### src/rtl/pwm_compare_stage_if.sv
// Duty-write bus between the MMIO side (master) and the PWM compare stage (slave).
interface pwm_compare_stage_if #(
   parameter int WIDTH = 8
);
   logic             wr_en;
   logic [WIDTH-1:0] wr_data;
   logic             wr_ack;
   logic             update_pending;

   modport master (
      output wr_en,
      output wr_data,
      input  wr_ack,
      input  update_pending
   );

   modport slave (
      input  wr_en,
      input  wr_data,
      output wr_ack,
      output update_pending
   );
endinterface

### src/rtl/pwm_compare_stage.sv
// PWM compare stage: double-buffered duty register loaded at period boundaries,
// registered compare of the upstream counter value against the active duty.
module pwm_compare_stage #(
   parameter int WIDTH      = 8,
   parameter int PERIOD_MAX = 255,
   parameter int DUTY_RESET = 0
) (
   input  logic                 clock,
   input  logic                 reset,
   input  logic [WIDTH-1:0]     tick,
   input  logic                 enable,
   pwm_compare_stage_if.slave   wr_bus,
   output logic [WIDTH-1:0]     duty_active,
   output logic                 period_done,
   output logic                 pwm_out
);

   localparam logic [WIDTH-1:0] PERIOD_MAX_V = WIDTH'(PERIOD_MAX);
   localparam logic [WIDTH-1:0] DUTY_RESET_V = WIDTH'(DUTY_RESET);

   typedef enum logic [0:0] {
      ST_IDLE    = 1'b0,
      ST_PENDING = 1'b1
   } state_t;

   state_t           state_r;
   state_t           next_state_s;
   logic             boundary_s;
   logic [WIDTH-1:0] duty_pending_r;
   logic [WIDTH-1:0] duty_pending_s;
   logic [WIDTH-1:0] duty_active_r;
   logic [WIDTH-1:0] duty_active_s;
   logic             pwm_next_s;
   logic             wr_ack_r;
   logic             update_pending_r;
   logic             period_done_r;
   logic             pwm_out_r;

   // Values above PERIOD_MAX are ordinary compare values, only an exact match is a boundary.
   assign boundary_s = (tick == PERIOD_MAX_V);

   // FSM state register
   always_ff @(posedge clock or negedge reset) begin
      if (!reset) begin
         state_r <= ST_IDLE;
      end else begin
         state_r <= next_state_s;
      end
   end

   // FSM next-state: a write on the boundary is applied immediately, so it never pends
   always_comb begin
      next_state_s = state_r;
      case (state_r)
         ST_IDLE: begin
            if (wr_bus.wr_en && !boundary_s) begin
               next_state_s = ST_PENDING;
            end else begin
               next_state_s = ST_IDLE;
            end
         end
         ST_PENDING: begin
            if (boundary_s) begin
               next_state_s = ST_IDLE;
            end else begin
               next_state_s = ST_PENDING;
            end
         end
         default: begin
            next_state_s = ST_IDLE;
         end
      endcase
   end

   // Duty buffer next values: last write wins, load only at the boundary
   always_comb begin
      duty_pending_s = duty_pending_r;
      duty_active_s  = duty_active_r;
      if (wr_bus.wr_en) begin
         duty_pending_s = wr_bus.wr_data;
      end else begin
         duty_pending_s = duty_pending_r;
      end
      if (boundary_s) begin
         duty_active_s = wr_bus.wr_en ? wr_bus.wr_data : duty_pending_r;
      end else begin
         duty_active_s = duty_active_r;
      end
   end

   // Compare uses the duty that was active when this tick was sampled
   always_comb begin
      pwm_next_s = 1'b0;
      if (enable) begin
         pwm_next_s = (tick < duty_active_r);
      end else begin
         pwm_next_s = 1'b0;
      end
   end

   // Duty buffer registers
   always_ff @(posedge clock or negedge reset) begin
      if (!reset) begin
         duty_pending_r <= DUTY_RESET_V;
         duty_active_r  <= DUTY_RESET_V;
      end else begin
         duty_pending_r <= duty_pending_s;
         duty_active_r  <= duty_active_s;
      end
   end

   // Registered status and waveform outputs
   always_ff @(posedge clock or negedge reset) begin
      if (!reset) begin
         wr_ack_r         <= 1'b0;
         update_pending_r <= 1'b0;
         period_done_r    <= 1'b0;
         pwm_out_r        <= 1'b0;
      end else begin
         wr_ack_r         <= wr_bus.wr_en;
         update_pending_r <= (next_state_s == ST_PENDING);
         period_done_r    <= boundary_s;
         pwm_out_r        <= pwm_next_s;
      end
   end

   assign wr_bus.wr_ack         = wr_ack_r;
   assign wr_bus.update_pending = update_pending_r;
   assign duty_active           = duty_active_r;
   assign period_done           = period_done_r;
   assign pwm_out               = pwm_out_r;

endmodule

### src/flat_wrapper.sv
// flat-port wrapper written by rule: the top's interface ports become plain ports
module pwm_compare_stage_flat 
#(
   parameter int WIDTH      = 8,
   parameter int PERIOD_MAX = 255,
   parameter int DUTY_RESET = 0
)
  (clock, reset, tick, enable, duty_active, period_done, pwm_out, wr_bus_wr_en, wr_bus_wr_data, wr_bus_wr_ack, wr_bus_update_pending);
  pwm_compare_stage_if #(.WIDTH(WIDTH)) wr_bus_i ();
  input  logic clock;
  input  logic reset;
  input  logic [WIDTH-1:0] tick;
  input  logic enable;
  output logic [WIDTH-1:0] duty_active;
  output logic period_done;
  output logic pwm_out;
  input wire logic [$bits(wr_bus_i.wr_en)-1:0] wr_bus_wr_en;
  input wire logic [$bits(wr_bus_i.wr_data)-1:0] wr_bus_wr_data;
  output wire logic [$bits(wr_bus_i.wr_ack)-1:0] wr_bus_wr_ack;
  output wire logic [$bits(wr_bus_i.update_pending)-1:0] wr_bus_update_pending;
  assign wr_bus_i.wr_en = wr_bus_wr_en;
  assign wr_bus_i.wr_data = wr_bus_wr_data;
  assign wr_bus_wr_ack = wr_bus_i.wr_ack;
  assign wr_bus_update_pending = wr_bus_i.update_pending;
  pwm_compare_stage #(.WIDTH(WIDTH), .PERIOD_MAX(PERIOD_MAX), .DUTY_RESET(DUTY_RESET)) u_core (.clock(clock), .reset(reset), .tick(tick), .enable(enable), .wr_bus(wr_bus_i), .duty_active(duty_active), .period_done(period_done), .pwm_out(pwm_out));
endmodule
### config.mk
export PLATFORM = sky130hd
export DESIGN_NAME = pwm_compare_stage_flat
export DESIGN_NICKNAME = d
export VERILOG_FILES = /design/src/rtl/pwm_compare_stage_if.sv /design/src/rtl/pwm_compare_stage.sv /design/src/flat_wrapper.sv
export SDC_FILE = /design/constraint.sdc
export NUM_CORES = 1
export LEC_CHECK = 0
export CORE_MARGIN = 1.5
export CORE_UTILIZATION = 30
export DETAILED_ROUTE_END_ITERATION = 12
export PLACE_DENSITY = 0.6
export SETUP_SLACK_MARGIN = 0.2
export SLEW_MARGIN = 20
export SYNTH_ARGS = -nofsm -noshare
export SYNTH_HDL_FRONTEND = slang
export SYNTH_SLANG_ARGS = --single-unit
### constraint.sdc
create_clock -name clock -period 3.46 [get_ports clock]
set_input_delay 0.692 -clock clock [delete_from_list [all_inputs] [get_ports clock]]
set_output_delay 0.692 -clock clock [all_outputs]
set_load 0.05 [all_outputs]
==> flow_summary_export.csv <==
group,metric,value,unit
sta,fmax,449,MHz
cts,cts_root_buf,"clkbuf_4",
sta,setup_ws,1.23,ns
synthesis,async_flop_share,100,%
sta,setup_viol,0,
synthesis,yosysMostFrequentCell,"dfrtp_1",
routing,antenna_left,0,
global_route,grt_pass1_wl,3.22,mm
run_status,status,"finished, final reports clean",
global_route,grt_pass1_vias,653,
global_route,globalRouteTotalUtil,12.1,%
min_path,hold_depth,1,
power_and_ir_drop,peakVddDrop,0.263,mV
power_and_ir_drop,pwr-share-clk,31.8,%
cts,cts.path.max_buffers,2,
cts,post_cts_resized,0,
floorplan,initial_core_util,31.8,%
worst_setup_path,path_buf_inv,1,
worst_setup_path,critPathSlowestCell,"clkdlybuf4s50_1",
worst_setup_path,crit_type,"flip-flop to output pin",
synthesis,synth-seq-area-share,51.1,%
sta,rsz0062_at_grt,"no",
power_and_ir_drop,power_frac_seq,44.2,%
worst_setup_path,cp.required,2.77,ns
synthesis,netlist_area,980,µm²
cts,cts_max_level,1,
synthesis,synth-edff-count,0,
routing,via_per_inst,4.37,
cts,clkTransAtPathRegs,0.12,ns
power_and_ir_drop,power_density,430,nW/µm²
synthesis,syn_area_per_cell,15.3,µm²
worst_setup_path,r2r-start,"u_core.duty_active[3]",
power_and_ir_drop,sw_frac_of_total,26.0,%
synthesis,syn_nets,91,
floorplan,coreArea,3080,µm²
power_and_ir_drop,p_leak,0.000626,µW
global_route,overflow,0,
sta,skew,0.00583,ns
cts,clkLatencyLatePin,0.30,ns
routing,vias,620,
worst_setup_path,critPathCaptureType,"output pin",
synthesis,synthFlopType,"dfrtp_1",
cells_and_area,fillCellCount,292,
cells_and_area,n_antenna_cell,0,
worst_setup_path,critPathArrivalTime,1.54,ns
sta,hold_viol,0,
worst_setup_path,path_cells,"clkdlybuf4s50_1",
placed_design,place_ws,1.16,ns
floorplan,die_h,60.1,µm
sta,drv_slew,0,
run,max_cap_violations,0,
synthesis,yosysTopAreaCell,"dfrtp_1",
power_and_ir_drop,p_sw,155,µW
sta,fin_crit,2.23,ns
synthesis,yosysWarnings,0,
floorplan,num_rows,20,
cts,cts_setup_buffers,0,
sta,period_share,64.4,%
worst_setup_path,startpoint_type,"flip-flop",
cells_and_area,drive_gt1_share,23.5,%
floorplan,die-area,3620,µm²
synthesis,synthTopCellsByCount,"20 x dfrtp_1, 16 x mux2_4, 7 x ha_1, 7 x inv_1",
floorplan,io_pins,32,
synthesis,synth_seq_cells,20,
synthesis,synth_top_area_share,51.1,%
worst_setup_path,rr_worst_depth,5,
placed_design,routabilityCongestion,0.669,
min_path,worst_hold_startpoint,"u_core.duty_pending_r[6]",
synthesis,synth_area_leaders,"dfrtp_1 51%, mux2_4 25%, ha_1 8.9%, inv_1 2.7%, nand4_2 2.6%",
routing,first_pass_iters,4,
floorplan,die_w,60.1,µm
worst_setup_path,crit_family,"buffers and inverters",
cells_and_area,area_growth,41.5,%
worst_setup_path,rr_endpoint,"u_core.pwm_out",
sta,fin_setup_tns,0,ns
synthesis,yosysUniqueCellTypes,16,
synthesis,syn_inst,64,
cells_and_area,fin_nets,126,
cts,numCtsBuffers,3,
worst_setup_path,worst_path_largest_cell_delay,0.84,ns
routing,drtIter0Drc,8,
cts,holdBufCountCts,0,
min_path,hold_class,"flip-flop to flip-flop",
power_and_ir_drop,combPwrFrac,24.1,%
min_path,hold_end,"u_core.duty_pending_r[6]",
cts,tritoncts,"yes",
routing,post_drt_wl_per_cell,13.5,µm
sta,worstMarginPinSlew,0.870,ns
placed_design,hpwl,1.48,mm
sta,maxSlewHeadroom,41.8,%
routing,drc,0,
placed_design,io_buffers,31,
cts,cts.sinks,20,
power_and_ir_drop,cellInternalPower,441,µW
global_route,grt_antenna_before_repair,0,
worst_setup_path,critPathMaxFanout,3,
routing,drt-total-wl,1.91,mm
global_route,grt_max_degree,21,
worst_setup_path,r2r_slack,1.91,ns
==> stage by stage <==
step           util [%]  total power, µW  area (µm²)  hold WS (ns)  instances
2_1_floorplan         -              352         980         0.396         64
3_3_place_gp       43.3              409        1330         0.483        138
6_report           45.0              597        1390         0.510        142
4_1_cts            45.0              606        1390         0.510        142
3_5_place_dp       43.3              413        1330         0.479        138
5_1_grt            45.0              626        1390         0.522        142
==> layout make-up <==
class | instances | area (µm²) | area share, %
inverters | 7 | 26.3 | 1.90
clock buffers | 3 | 22.5 | 1.62
multi-input cells | 36 | 442 | 31.9
clock inverters | 1 | 30.0 | 2.17
repair buffers | 31 | 310 | 22.4
well taps | 44 | 55.1 | 3.97
flip-flops and latches | 20 | 500 | 36.1
==> registers in the layout (all words and copies together) (netlist names) <==
register and count:
u_core.duty_active 8, u_core.duty_pending_r 8, u_core.period_done 1, u_core.pwm_out 1, u_core.state_r 1, u_core.wr_bus.wr_ack 1
==> placed cells by master, fill, tap and decap left out <==
cell type / n
a211oi_1: 1
a21o_1: 1
a221oi_1: 1
bufinv_16: 1
clkbuf_4: 3
clkdlybuf4s50_1: 31
dfrtp_1: 20
ha_1: 7
inv_1: 7
mux2_4: 16
nand2b_1: 1
nand4_2: 2
nor2_1: 2
nor2_8: 1
nor3b_1: 1
o2111a_1: 1
o211ai_1: 1
o21ai_0: 1
==> power groups by stage <==
stage / Sequential, µW / Clock [µW] / Combinational, µW
after detailed placement: 268 / 0 / 145
final: 264 / 189 / 144
after global routing: 266 / 206 / 154
after floorplan: 299 / 0 / 52.3
after CTS: 264 / 197 / 146
after global placement: 268 / 0 / 141
==> cell families after synthesis <==
logic type | synth area share [%]
muxes | 24.5
AOI/OAI and AO/OA | 4.85
adders and majority gates | 8.94
DFF | 51.1
buffers and inverters | 3.83
and+or+nand+nor | 6.77
==> layer usage <==
metal	global-route usage (%)	share of wire, %	vias to the layer above	routed length (µm)
met1	17.1	50	308	948
met4	0	0	0	0
li1	-	-	296	-
met3	4.76	4.7	0	89
met5	0	0	-	0
met2	18.8	46	16	872
==> how the worst max path moves through the flow <==
| stage | start | end | slack (ns) | depth (start not counted) |
|---|---|---|---|---|
| after floorplan | u_core.duty_active[3] | u_core.pwm_out | 1.79 | 5 |
| after global placement | wr_bus_wr_en | u_core.duty_active[6] | 1.18 | 3 |
| after detailed placement | wr_bus_wr_en | u_core.duty_active[6] | 1.16 | 3 |
| after CTS | u_core.duty_active[4] | duty_active[4] | 1.20 | 1 |
| after global routing | u_core.duty_active[4] | duty_active[4] | 1.15 | 1 |
| final | u_core.duty_active[4] | duty_active[4] | 1.23 | 1 |
(Power assumes the default switching activity.)
